## config.mk

```make
export PLATFORM = sky130hd
export DESIGN_NAME = pc_fetch_queue
export DESIGN_NICKNAME = d
export VERILOG_FILES = /design/src/rtl/pc_fetch_pkg.sv /design/src/rtl/fetch_fifo.sv /design/src/rtl/pc_fetch_queue.sv
export SDC_FILE = /design/constraint.sdc
export NUM_CORES = 1
export LEC_CHECK = 0
export BUFFER_PORTS_ARGS = -buffer_cell sky130_fd_sc_hd__buf_2
export CELL_PAD_IN_SITES_DETAIL_PLACEMENT = 0
export CELL_PAD_IN_SITES_GLOBAL_PLACEMENT = 2
export CORE_ASPECT_RATIO = 0.8
export CORE_MARGIN = 4
export CORE_UTILIZATION = 45
export CTS_CLUSTER_SIZE = 20
export DETAILED_ROUTE_END_ITERATION = 6
export HOLD_SLACK_MARGIN = 0.06
export PLACE_DENSITY_LB_ADDON = 0.1
export SYNTH_ARGS = -nofsm -noshare
export SYNTH_HDL_FRONTEND = slang
export SYNTH_SLANG_ARGS = --single-unit
```

## constraint.sdc

```tcl
create_clock -name clk -period 8.5 [get_ports clk]
set_input_delay 0.425 -clock clk [delete_from_list [all_inputs] [get_ports clk]]
set_output_delay 0.425 -clock clk [all_outputs]
set_load 0.05 [all_outputs]
```

## src/rtl/pc_fetch_pkg.sv

```systemverilog
// Shared constants and entry layout for the instruction-fetch front end.
// The default PC/window values match the MIPS-style memory map of the core.
package pc_fetch_pkg;

    localparam int PC_W    = 32;
    localparam int INSTR_W = 32;

    localparam logic [PC_W-1:0] RESET_PC   = 32'h0000_3000;
    localparam logic [PC_W-1:0] EXC_PC     = 32'h0000_4180;
    localparam logic [PC_W-1:0] IMEM_BASE  = 32'h0000_3000;
    localparam logic [PC_W-1:0] IMEM_BYTES = 32'h0000_4000;

    // Instruction word substituted for a fetch from an illegal address.
    localparam logic [INSTR_W-1:0] NOP_INSTR = '0;

    // Queue entry at the default widths; the top packs entries in this same
    // {pc, instr, adel} order so the layouts line up bit for bit.
    typedef struct packed {
        logic [PC_W-1:0]    pc;
        logic [INSTR_W-1:0] instr;
        logic               adel;
    } entry_t;

    localparam int ENTRY_W = PC_W + INSTR_W + 1;

    function automatic logic word_aligned(input logic [1:0] lsbs);
        return lsbs == 2'b00;
    endfunction

endpackage

```

## src/rtl/fetch_fifo.sv

```systemverilog
// Generic circular buffer: DEPTH entries, synchronous flush, registered storage
// with a combinational head that reads zero while empty.
module fetch_fifo
    import pc_fetch_pkg::*;
#(
    parameter int WIDTH = ENTRY_W,
    parameter int DEPTH = 4
) (
    input  logic                     clk,
    input  logic                     reset,
    input  logic                     push,
    input  logic                     pop,
    input  logic                     flush,
    input  logic [WIDTH-1:0]         wdata,
    output logic [WIDTH-1:0]         head,
    output logic                     head_valid,
    output logic [$clog2(DEPTH):0]   count
);

    localparam int PTR_W = $clog2(DEPTH);
    localparam int CNT_W = PTR_W + 1;

    logic [WIDTH-1:0] mem [DEPTH];
    logic [PTR_W-1:0] rd_ptr;
    logic [PTR_W-1:0] wr_ptr;
    logic             pop_ok;
    logic             push_ok;

    // A push into a full buffer is legal only when the head leaves in the same
    // cycle; the write then lands in the slot being vacated.
    assign pop_ok     = pop & (count != '0);
    assign push_ok    = push & ((count < CNT_W'(DEPTH)) | pop_ok);
    assign head_valid = (count != '0);
    assign head       = head_valid ? mem[rd_ptr] : '0;

    always_ff @(posedge clk) begin
        if (push_ok) begin
            mem[wr_ptr] <= wdata;
        end
    end

    always_ff @(posedge clk) begin
        if (reset || flush) begin
            rd_ptr <= '0;
            wr_ptr <= '0;
            count  <= '0;
        end else begin
            if (push_ok) begin
                wr_ptr <= wr_ptr + PTR_W'(1);
            end
            if (pop_ok) begin
                rd_ptr <= rd_ptr + PTR_W'(1);
            end
            case ({push_ok, pop_ok})
                2'b10:   count <= count + CNT_W'(1);
                2'b01:   count <= count - CNT_W'(1);
                default: count <= count;
            endcase
        end
    end

endmodule

```

## src/rtl/pc_fetch_queue.sv

```systemverilog
// Fetch front end: PC generator with address-error detection and redirect
// priority, feeding a prefetch queue that decode drains via valid/ready.
module pc_fetch_queue
    import pc_fetch_pkg::*;
#(
    parameter int                    PC_WIDTH    = 32,
    parameter int                    INSTR_WIDTH = 32,
    parameter int                    DEPTH       = 4,
    parameter logic [PC_WIDTH-1:0]   RESET_PC    = PC_WIDTH'(pc_fetch_pkg::RESET_PC),
    parameter logic [PC_WIDTH-1:0]   EXC_PC      = PC_WIDTH'(pc_fetch_pkg::EXC_PC),
    parameter logic [PC_WIDTH-1:0]   IMEM_BASE   = PC_WIDTH'(pc_fetch_pkg::IMEM_BASE),
    parameter logic [PC_WIDTH-1:0]   IMEM_BYTES  = PC_WIDTH'(pc_fetch_pkg::IMEM_BYTES)
) (
    input  logic                     clk,
    input  logic                     reset,
    output logic [PC_WIDTH-1:0]      imem_addr,
    input  logic [INSTR_WIDTH-1:0]   imem_rdata,
    input  logic                     redirect_valid,
    input  logic [PC_WIDTH-1:0]      redirect_pc,
    input  logic                     exc_valid,
    output logic                     out_valid,
    input  logic                     out_ready,
    output logic [PC_WIDTH-1:0]      out_pc,
    output logic [INSTR_WIDTH-1:0]   out_instr,
    output logic                     out_adel,
    output logic [$clog2(DEPTH):0]   count
);

    // Handshake to decode: an entry transfers in any cycle where out_valid and
    // out_ready are both high at the rising edge; out_valid never depends on
    // out_ready, and a transfer in a flush cycle still counts as consumed.

    localparam int CNT_W   = $clog2(DEPTH) + 1;
    localparam int ENTRY_W_P = PC_WIDTH + INSTR_WIDTH + 1;

    // Window limit computed one bit wider so BASE+BYTES cannot wrap.
    localparam logic [PC_WIDTH:0] BASE_EXT  = {1'b0, IMEM_BASE};
    localparam logic [PC_WIDTH:0] LIMIT_EXT = {1'b0, IMEM_BASE} + {1'b0, IMEM_BYTES};

    logic [PC_WIDTH-1:0]   fetch_pc;
    logic                  halted;
    logic [PC_WIDTH:0]     pc_ext;
    logic                  bad;
    logic                  flush;
    logic                  pop;
    logic                  push;
    logic [ENTRY_W_P-1:0]  wdata;
    logic [ENTRY_W_P-1:0]  head;
    logic                  head_valid;

    assign imem_addr = fetch_pc;
    assign pc_ext    = {1'b0, fetch_pc};
    assign bad       = !word_aligned(fetch_pc[1:0])
                     | (pc_ext < BASE_EXT)
                     | (pc_ext >= LIMIT_EXT);

    assign flush = exc_valid | redirect_valid;
    assign pop   = out_valid & out_ready;
    assign push  = !halted & !flush & ((count < CNT_W'(DEPTH)) | pop);

    assign wdata = {fetch_pc, (bad ? INSTR_WIDTH'(NOP_INSTR) : imem_rdata), bad};

    fetch_fifo #(
        .WIDTH (ENTRY_W_P),
        .DEPTH (DEPTH)
    ) u_fifo (
        .clk        (clk),
        .reset      (reset),
        .push       (push),
        .pop        (pop),
        .flush      (flush),
        .wdata      (wdata),
        .head       (head),
        .head_valid (head_valid),
        .count      (count)
    );

    // The FIFO already returns zero when empty, so these fields need no gating.
    assign out_valid = head_valid;
    assign out_pc    = head[ENTRY_W_P-1 -: PC_WIDTH];
    assign out_instr = head[INSTR_WIDTH:1];
    assign out_adel  = head[0];

    always_ff @(posedge clk) begin
        if (reset) begin
            fetch_pc <= RESET_PC;
            halted   <= 1'b0;
        end else if (flush) begin
            fetch_pc <= exc_valid ? EXC_PC : redirect_pc;
            halted   <= 1'b0;
        end else if (push) begin
            // A faulting fetch is queued once, then fetch parks on that PC
            // until decode sees adel and raises an exception.
            if (bad) begin
                halted <= 1'b1;
            end else begin
                fetch_pc <= fetch_pc + PC_WIDTH'(4);
            end
        end
    end

endmodule
```

==> run_results.csv, run 1 <==
group,metric,value,unit
status,status,"completed",
floorplan,pin_count,170,
yosys,yosysTopAreaCell,"edfxtp_1",
timing,fmax,286.3,MHz
timing,worstMarginPinSlew,1040,ps
pwr,power_frac_clock,43.1,%
clock_network,clock_sinks,302,
timing,skew,17.58,ps
yosys,synth_ff_type,"edfxtp_1",
global_routing,antenna_found_initial,0,
yosys,ys_warn_count,0,
clock_network,cts_tree,"yes",
yosys,synth_top_family_by_area,"multiplexers",
layout,layout-drive-gt1-share,34.42,%
setup_path,end_kind,"output port",
yosys,synthSimpleGateAreaFrac,9.319,%
timing,hold_viol,0,
global_routing,grt_first_pass_wirelength,43130,um
detailed_routing,drc,0,
yosys,synth_area_per_cell,16.96,sq um
pwr,comb_power_share,4.9,%
detailed_routing,firstDrtPassIters,4,
detailed_routing,routed_wirelength,27810,um
setup_path,setup.worst_path.class,"reg -> out",
pwr,p_switching,0.6675,mW
placement,gp_congestion,0.8354,
timing,final.min_clock_period,3493,ps
clock_network,cts_setup_buffers,0,
yosys,ys_ff_latch,302,
global_routing,overflow,0,
global_routing,use_met2,30.19,%
global_routing,grt_usage,18.18,%
timing,maxSlewViolCount,0,
timing,maxSlewHeadroom,30.64,%
placement,dp_cells,1199,
yosys,synthMuxAreaShare,12.50,%
clock_network,ctsRootBufferMaster,"clkbuf_16",
clock_network,cts_resized,0,
yosys,async_reset_ff_share,0,%
yosys,synth_xor_area_share,0.5636,%
clock_network,clockBufferDepth,3,
clock_network,cts_made_buffers,30,
clock_network,ctsHoldBuffers,0,
pwr,p_leak,5.445,nW
clock_network,htree_levels,1,
setup_path,required,8080,ps
detailed_routing,viasPerCell,5.435,
global_routing,grt_use_met1,25.96,%
pwr,power.total,3.169,mW
floorplan,rows,54,
pwr,peakVddDrop,0.1989,mV
timing,finalSetupViolCount,0,
yosys,synth_edf_count,260,
floorplan,die_area,0.03037,sq mm
layout,nNetsFinal,944,
global_routing,grt.busiest_layer,"met2",
yosys,synthCells,733,
yosys,synth_nets,810,
pwr,seqPwrFrac,52.0,%
global_routing,grt_max_degree,68,
floorplan,die_w,193.8,um
pwr,p_per_area,219.8,mW/mm^2
clock_network,clock_latency,540,ps
yosys,ys_seq_area_share,69.56,%
yosys,yosys.area_share.adder,0.8655,%
yosys,synth_top_area_share,62.80,%
timing,post-route-period-util,41.09,%
layout,area_growth,15.96,%
setup_path,worstPathMaxFanout,33,
clock_network,clk_pin_slew_worst_paths,70,ps
setup_path,cp-start-kind,"flop",
detailed_routing,drtIter0Drc,489,
floorplan,start_util,45.66,%
yosys,yosys-top-cells-area,"edfxtp_1 (63%), mux4_2 (12%), dfxtp_1 (6.8%), and2_1 (5.1%), buf_4 (1.9%)",
floorplan,die_y,156.7,um
floorplan,coreArea,0.02723,sq mm
yosys,synth_area,0.01243,sq mm
global_routing,grt_pass1_vias,7347,
timing,finalSetupTns,0,ps
detailed_routing,postRouteAntennaNets,0,
job,max_cap_viol_count,0,
worst_hold_path,hold_class,"in -> reg",
placement,hpwl,16830,um
layout,layout.cells.non_filler,1253,
setup_path,cp_data_arrival_time,3070,ps
yosys,synth-compound-area-share,3.512,%
detailed_routing,vias,6810,
pwr,p_int,2.502,mW
yosys,synth.distinct_cells,52,
timing,rsz0062_at_grt,"no",
global_routing,use_met3,2.820,%
placement,io_buffers,169,
layout,diodes,0,
detailed_routing,wl_per_cell,22.20,um
pwr,switching_share,21.06,%
==> kinds of logic (layout without fill, tap and decap cells) <==
group                    after synthesis  in the layout
flip-flops                           302            302
multiplexers                          74             74
AND/OR/NAND/NOR                      194            194
buffers and inverters                 87            243
XOR/XNOR                               8              8
AO/OA/AOI/OAI                         60             60
adder cells (fa/ha/maj)                8              8
==> worst paths after layout <==
check	startpoint	endpoint	slack, ps	depth (start not counted)
worst max register to register	u_fifo.count[2]	u_fifo.count[2]	5730	9
worst max-delay path	flop	out_pc[17]	5010	4
worst min register to register	halted	halted	480	2
worst min-delay path	redirect_pc[19]	imem_addr[19]	90	2
==> power groups by stage <==
| stage | logic (mW) | registers [mW] | clock network (mW) |
|---|---|---|---|
| 2_1_floorplan | 0.113 | 1.67 | 0 |
| 3_3_place_gp | 0.153 | 1.68 | 0 |
| 3_5_place_dp | 0.157 | 1.68 | 0 |
| 4_1_cts | 0.157 | 1.65 | 1.39 |
| 5_1_grt | 0.168 | 1.65 | 1.46 |
| 6_report | 0.155 | 1.65 | 1.37 |
==> layout make-up <==
type                            instances  area (sq um)
Multi-Input combinational cell        344          3343
Inverter                               17         63.81
Fill cell                            2228         12810
Clock inverter                         19         230.2
Clock buffer                           35         800.8
Sequential cell                       302          8656
Tap cell                              364         455.4
Timing Repair Buffer                  172         868.3
==> critical path: stages, from the launching register on <==
cell and delay (ps):
dfxtp_4 820, buf_4 690, mux4_2 590, and2_1 200
buf_2 220
==> registers in the layout, indices dropped and copies added (netlist names), named ones only <==
name / flops
u_fifo.mem: 260
imem_addr: 32
u_fifo.count: 3
u_fifo.rd_ptr: 2
u_fifo.wr_ptr: 2
halted: 1
==> layout by cell type (no fill, tap or decap), drive strengths merged, types with 4 or more instances in the layout <==
master  synthesis  layout
and2          102     102
bufinv          0       5
o21ai          11      11
a21o            4       4
clkinv          0      11
nand2          13      13
edfxtp        260     260
nand3           8       8
a211oi          4       4
mux4           65      65
a22o            8       8
clkbuf         26      35
nor4           10      10
nand4           7       7
a21oi           9       9
nor3           16      16
mux2i           9       9
dfxtp          42      42
nor2           26      26
ha              7       7
buf            44     172
or3             4       4
inv            17      17
xnor2           5       5
==> routing by layer <==
metal | part of all wire (%) | vias up
met5 | 0 | -
met4 | 1.6 | 0
met3 | 4.8 | 38
met2 | 48 | 189
met1 | 46 | 3501
li1 | - | 3082
==> Yosys cell counts, types with 2 or more instances <==
master	n
ha_1	7
buf_2	9
a21oi_1	9
or3_1	4
edfxtp_1	260
a311o_1	2
xor2_1	3
nor2b_1	2
a211oi_1	3
a22o_1	8
mux2i_1	9
nor3_1	12
nand4_1	7
o22ai_1	2
nand2_1	13
dfxtp_1	42
buf_1	3
nor4_1	8
nand3_1	8
mux4_2	65
clkbuf_1	26
inv_1	16
o41ai_1	2
o31ai_1	2
buf_4	32
a221oi_1	3
a41o_1	2
a31o_2	3
o21ai_0	10
nor4_4	2
xnor2_1	5
and2_1	102
nor2_1	26
nor3_2	3
a21o_1	4
o211ai_1	3
==> stage by stage <==
stage	util, %	setup slack (ps)	area (sq um)	hold WS (ps)
floorplan	-	5197	12430	460.2
global placement	49.16	5041	13390	469.0
detailed placement	49.16	4907	13390	477.7
CTS	52.95	4851	14420	60.33
global route	52.95	4724	14420	64.09
finish	52.95	5007	14420	89.21
Note: power is estimated with default switching activity, not from simulation.
==> run 2: changes to the inputs <==
CORE_UTILIZATION = 38   (was 45)
clock period = 2.9 ns   (was 8.5 ns; I/O delays follow)
==> run 2 against run 1 <==
Against the previous run: clock power rose to 3.1 times the previous value; wire length increased by 12%; power grew to 3.0 times the previous value; final area is 7.8% higher; critical path type is now reg -> reg; worst setup slack lost 4900 ps; global-route usage down 0.80 points; via count rose by 5.6%; critical endpoint is now imem_addr[8].
==> run_results.csv, run 2 (same netlist as run 1, synthesis figures left out) <==
group,metric,value,unit
status,status,"completed",
layout,area_growth,25.06,%
global_routing,grt_max_degree,67,
worst_hold_path,hp-start,"out_ready",
layout,design_area,0.01555,sq mm
clock_network,cts_tree,"yes",
setup_path,crit_path_cell_trace,"a21boi_0 > o21ai_1 > nor3_2 > buf_12 > a31o_2 > a21oi_1 > dlygate4sd3_1",
timing,worstMarginPinSlew,781.0,ps
pwr,power.total,9.578,mW
layout,largest_register_ffs,260,
setup_path,worst_path_largest_cell_delay,680,ps
floorplan,pin_count,170,
global_routing,grt_usage,17.38,%
timing,post-route-period-util,95.22,%
clock_network,clock_sinks,302,
job,max_cap_viol_count,0,
setup_path,worstPathMaxFanout,39,
worst_hold_path,hold_depth,4,
placement,gp_congestion,0.7534,
pwr,p_per_area,616.0,mW/mm^2
detailed_routing,viasPerCell,5.117,
clock_network,clk_pin_slew_worst_paths,60,ps
global_routing,grt_first_pass_wirelength,47020,um
setup_path,cp-start-kind,"flop",
detailed_routing,firstDrtPassIters,4,
timing,fmax,362.1,MHz
detailed_routing,drc,0,
layout,layout-drive-gt1-share,33.50,%
setup_path,path_buf_inv,2,
setup_path,r2r-end,"imem_addr[8]",
timing,maxSlewHeadroom,47.74,%
floorplan,die_w,210.2,um
setup_path,setup.worst_path.class,"reg -> reg",
detailed_routing,postRouteAntennaNets,0,
detailed_routing,routed_wirelength,31140,um
setup_path,reg2reg_slack,140,ps
floorplan,rows,58,
layout,final_common_cell,"edfxtp_1",
floorplan,coreArea,0.03186,sq mm
clock_network,clock_latency,510,ps
setup_path,end_kind,"flop",
setup_path,critPathTopFamily,"compound AO/OA/AOI/OAI gates",
pwr,peakVddDrop,0.3818,mV
floorplan,start_util,39.03,%
setup_path,reg2reg_from,"imem_addr[12]",
setup_path,required,3340,ps
floorplan,die_y,169.8,um
pwr,p_leak,5.918,nW
timing,holdWs,119.5,ps
timing,maxSlewViolCount,0,
clock_network,cts_made_buffers,34,
clock_network,clockBufferDepth,3,
setup_path,cp_data_arrival_time,3200,ps
layout,diodes,0,
detailed_routing,vias,7189,
layout,largest-register,"u_fifo.mem",
timing,finalSetupViolCount,0,
setup_path,startpoint,"imem_addr[12]",
placement,place_area,0.01376,sq mm
setup_path,cp_slowest_cell,"dfxtp_1",
timing,hold_viol,0,
global_routing,grt_pass1_vias,7604,
timing,skew,13.29,ps
clock_network,ctsRootBufferMaster,"clkbuf_16",
placement,hpwl,19790,um
floorplan,die_area,0.03569,sq mm
placement,io_buffers,169,
detailed_routing,wl_per_cell,22.17,um
timing,final.min_clock_period,2761,ps
worst_hold_path,hold_class,"in -> reg",
detailed_routing,drtIter0Drc,483,
layout,final_cell_mix,"edfxtp_1 (260), buf_2 (169), and2_1 (98)",
global_routing,antenna_found_initial,1,
setup_path,reg2reg_depth,7,
layout,nNetsFinal,1039,
global_routing,overflow,0,
clock_network,htree_levels,2,
-- run 2: worst max-delay path by stage --
stage                                  end  slack, ps  cells after the start
after floorplan           u_fifo.mem[0][0]        410                      4
after global placement       imem_addr[13]        560                      6
after detailed placement     imem_addr[25]        520                      5
after CTS                     imem_addr[8]        110                      7
after global routing          imem_addr[8]      -0.07                      7
final                         imem_addr[8]        140                      7
-- run 2: routing by layer --
| layer | part of all wire (%) | track usage (%) | up-vias |
|---|---|---|---|
| met1 | 45 | 24.84 | 3691 |
| met2 | 48 | 28.04 | 185 |
| li1 | - | - | 3273 |
| met3 | 5.1 | 3.031 | 40 |
| met5 | 0 | 0 | - |
| met4 | 1.8 | 4.282 | 0 |
-- run 2: power breakdown --
group          switching (mW)  internal, mW  total, mW  leakage [nW]
Sequential             0.0555          4.77       4.83          3.04
Clock                    1.63          2.56       4.18         0.527
Combinational           0.339         0.229      0.568          2.35
-- run 2: cell type report --
cell class,count,area [sq um]
clock buffers,48,954.7
clock inverters,11,131.4
fillers,2746,16310
inverters,17,63.81
multi-input cells,344,3361
flip-flops and latches,302,8656
well taps,420,525.5
repair buffers,263,1857
-- run 2: tightest hold or removal path, stage by stage --
cell	delay (ps)
buf_2	80
and2_1	180
xnor2_1	100
nor2_1	80
-- run 2: per-stage QoR --
stage / setup slack [ps] / utilization, % / std cells / TNS (ps)
after global routing: -0.06684 / 48.81 / 1405 / -0.06684
after global placement: 560.9 / 43.19 / 1277 / 0
after CTS: 109.3 / 48.70 / 1403 / 0
after detailed placement: 515.4 / 43.19 / 1277 / 0
after floorplan: 409.2 / - / 733 / 0
final: 138.6 / 48.81 / 1405 / 0
-- run 2: timing repair --
item / CTS / global route
hold buffers: 67 / 0
setup endpoints to repair: 0 / 2
resized for setup: 0 / 3
setup buffers: 0 / 2
endpoints found under the hold margin: 160 / 0
==> run 3: changes to the inputs <==
CORE_UTILIZATION = 42   (was 38)
clock period = 2.7 ns   (was 2.9 ns; I/O delays follow)
==> run 3 against run 2 <==
Against the previous run: worst setup slack lost 24 ps; final area shrank 0.93%; power grew 2.0%; combinational power grew 6.3%; highest routed layer unchanged; critical path depth is the same; via count grew 0.21%; critical path type unchanged; sequential share of layout area grew 0.53 points; global-route usage grew 0.65 points.
==> run_results.csv, run 3 (same netlist as run 1, synthesis figures left out) <==
group,metric,value,unit
layout,largest-register,"u_fifo.mem",
global_routing,antenna_found_initial,0,
setup_path,cp-start-kind,"flop",
clock_network,clock_sinks,302,
layout,final_cell_mix,"edfxtp_1 (260), buf_2 (169), and2_1 (98)",
placement,hpwl,18850,um
job,max_cap_viol_count,0,
timing,post-route-period-util,95.77,%
floorplan,die_area,0.03244,sq mm
floorplan,coreArea,0.02922,sq mm
worst_hold_path,hold_class,"in -> reg",
placement,place_area,0.01372,sq mm
clock_network,htree_levels,1,
layout,layout.cells.non_filler,1368,
detailed_routing,routed_wirelength,29440,um
floorplan,die_w,200.4,um
detailed_routing,drc,0,
clock_network,clockBufferDepth,3,
timing,worstMarginPinSlew,831.9,ps
layout,final_common_cell,"edfxtp_1",
floorplan,start_util,42.55,%
detailed_routing,vias,7204,
clock_network,ctsRootBufferMaster,"clkbuf_16",
clock_network,clock_latency,550,ps
floorplan,rows,56,
timing,finalSetupTns,0,ps
setup_path,required,3140,ps
floorplan,die_y,161.9,um
setup_path,cp_data_arrival_time,3020,ps
detailed_routing,postRouteAntennaNets,0,
pwr,peakVddDrop,0.4348,mV
setup_path,worstPathMaxFanout,7,
layout,nNetsFinal,1044,
layout,area_growth,23.90,%
placement,dp_cells,1238,
clock_network,cts_made_buffers,31,
pwr,p_per_area,634.0,mW/mm^2
timing,final.min_clock_period,2586,ps
clock_network,cts_tree,"yes",
timing,skew,16.80,ps
global_routing,grt_pass1_vias,7647,
layout,diodes,0,
timing,rsz0062_at_grt,"no",
layout,largest_register_ffs,260,
floorplan,pin_count,170,
timing,maxSlewViolCount,0,
global_routing,overflow,0,
timing,fmax,386.7,MHz
detailed_routing,firstDrtPassIters,4,
placement,gp_congestion,0.7755,
global_routing,grt_usage,18.03,%
setup_path,setup.worst_path.class,"reg -> reg",
detailed_routing,viasPerCell,5.266,
layout,design_area,0.01540,sq mm
global_routing,grt_first_pass_wirelength,45710,um
detailed_routing,drtIter0Drc,398,
setup_path,end_kind,"flop",
pwr,p_leak,5.884,nW
global_routing,grt_max_degree,67,
layout,layout-drive-gt1-share,33.40,%
placement,io_buffers,169,
timing,maxSlewHeadroom,44.33,%
clock_network,clk_pin_slew_worst_paths,60,ps
status,status,"completed",
detailed_routing,wl_per_cell,21.52,um
timing,finalSetupViolCount,0,
timing,hold_viol,0,
-- run 3: worst max-delay path, cell delays in order (launching register included) --
cell           delay [ps]
dfxtp_1               360
nor4_1                460
nand2_1               290
nor3_2                350
buf_4                 230
a311o_1               170
o22ai_1                60
dlygate4sd3_1         560
-- run 3: final cells by class --
type	instances	area, sq um
Fill cell	2403	13810
Sequential cell	302	8657
Multi-Input combinational cell	344	3353
Timing Repair Buffer	271	1914
Clock buffer	44	834.6
Tap cell	377	471.7
Clock inverter	13	110.1
Inverter	17	63.81
-- run 3: power breakdown --
group / total, mW / internal [mW] / switching [mW] / leakage (nW)
clock: 3.98 / 2.32 / 1.66 / 0.465
combinational: 0.604 / 0.245 / 0.359 / 2.37
sequential: 5.18 / 5.12 / 0.0565 / 3.04
total: 9.77 / 7.69 / 2.07 / 5.88
-- run 3: metrics by stage --
stage                     util, %  setup WS [ps]  hold WS [ps]  total power [mW]
final                       52.72          114.1         162.7             9.767
after global routing        52.72          13.72         178.2             10.14
after CTS                   52.63          66.10         130.1             9.878
after detailed placement    46.97          311.9         352.1             5.806
after global placement      46.97          333.5         346.6             5.788
after floorplan                 -          209.2         260.7             5.614
-- run 3: path summary, 6_finish.rpt --
kind | slack (ps) | cells after the start | to | from
hold / removal | 160 | 3 | imem_addr[13] | redirect_valid
setup / recovery | 110 | 7 | imem_addr[9] | imem_addr[21]
hold reg to reg | 510 | 2 | halted | halted
setup reg to reg | 110 | 7 | imem_addr[9] | imem_addr[21]
-- run 3: repair_timing --
action                     CTS  global route
buffers inserted             0             2
hold endpoints to repair   161             0
setup endpoints to repair    0             3
gates resized for setup      0             3
hold buffers                71             0
-- run 3: per-layer routing --
metal | GRT usage [%] | part of all wire, %
met1 | 25.22 | 44
met4 | 3.377 | 1.6
met5 | 0 | 0
met2 | 30.64 | 50
met3 | 2.934 | 4.6
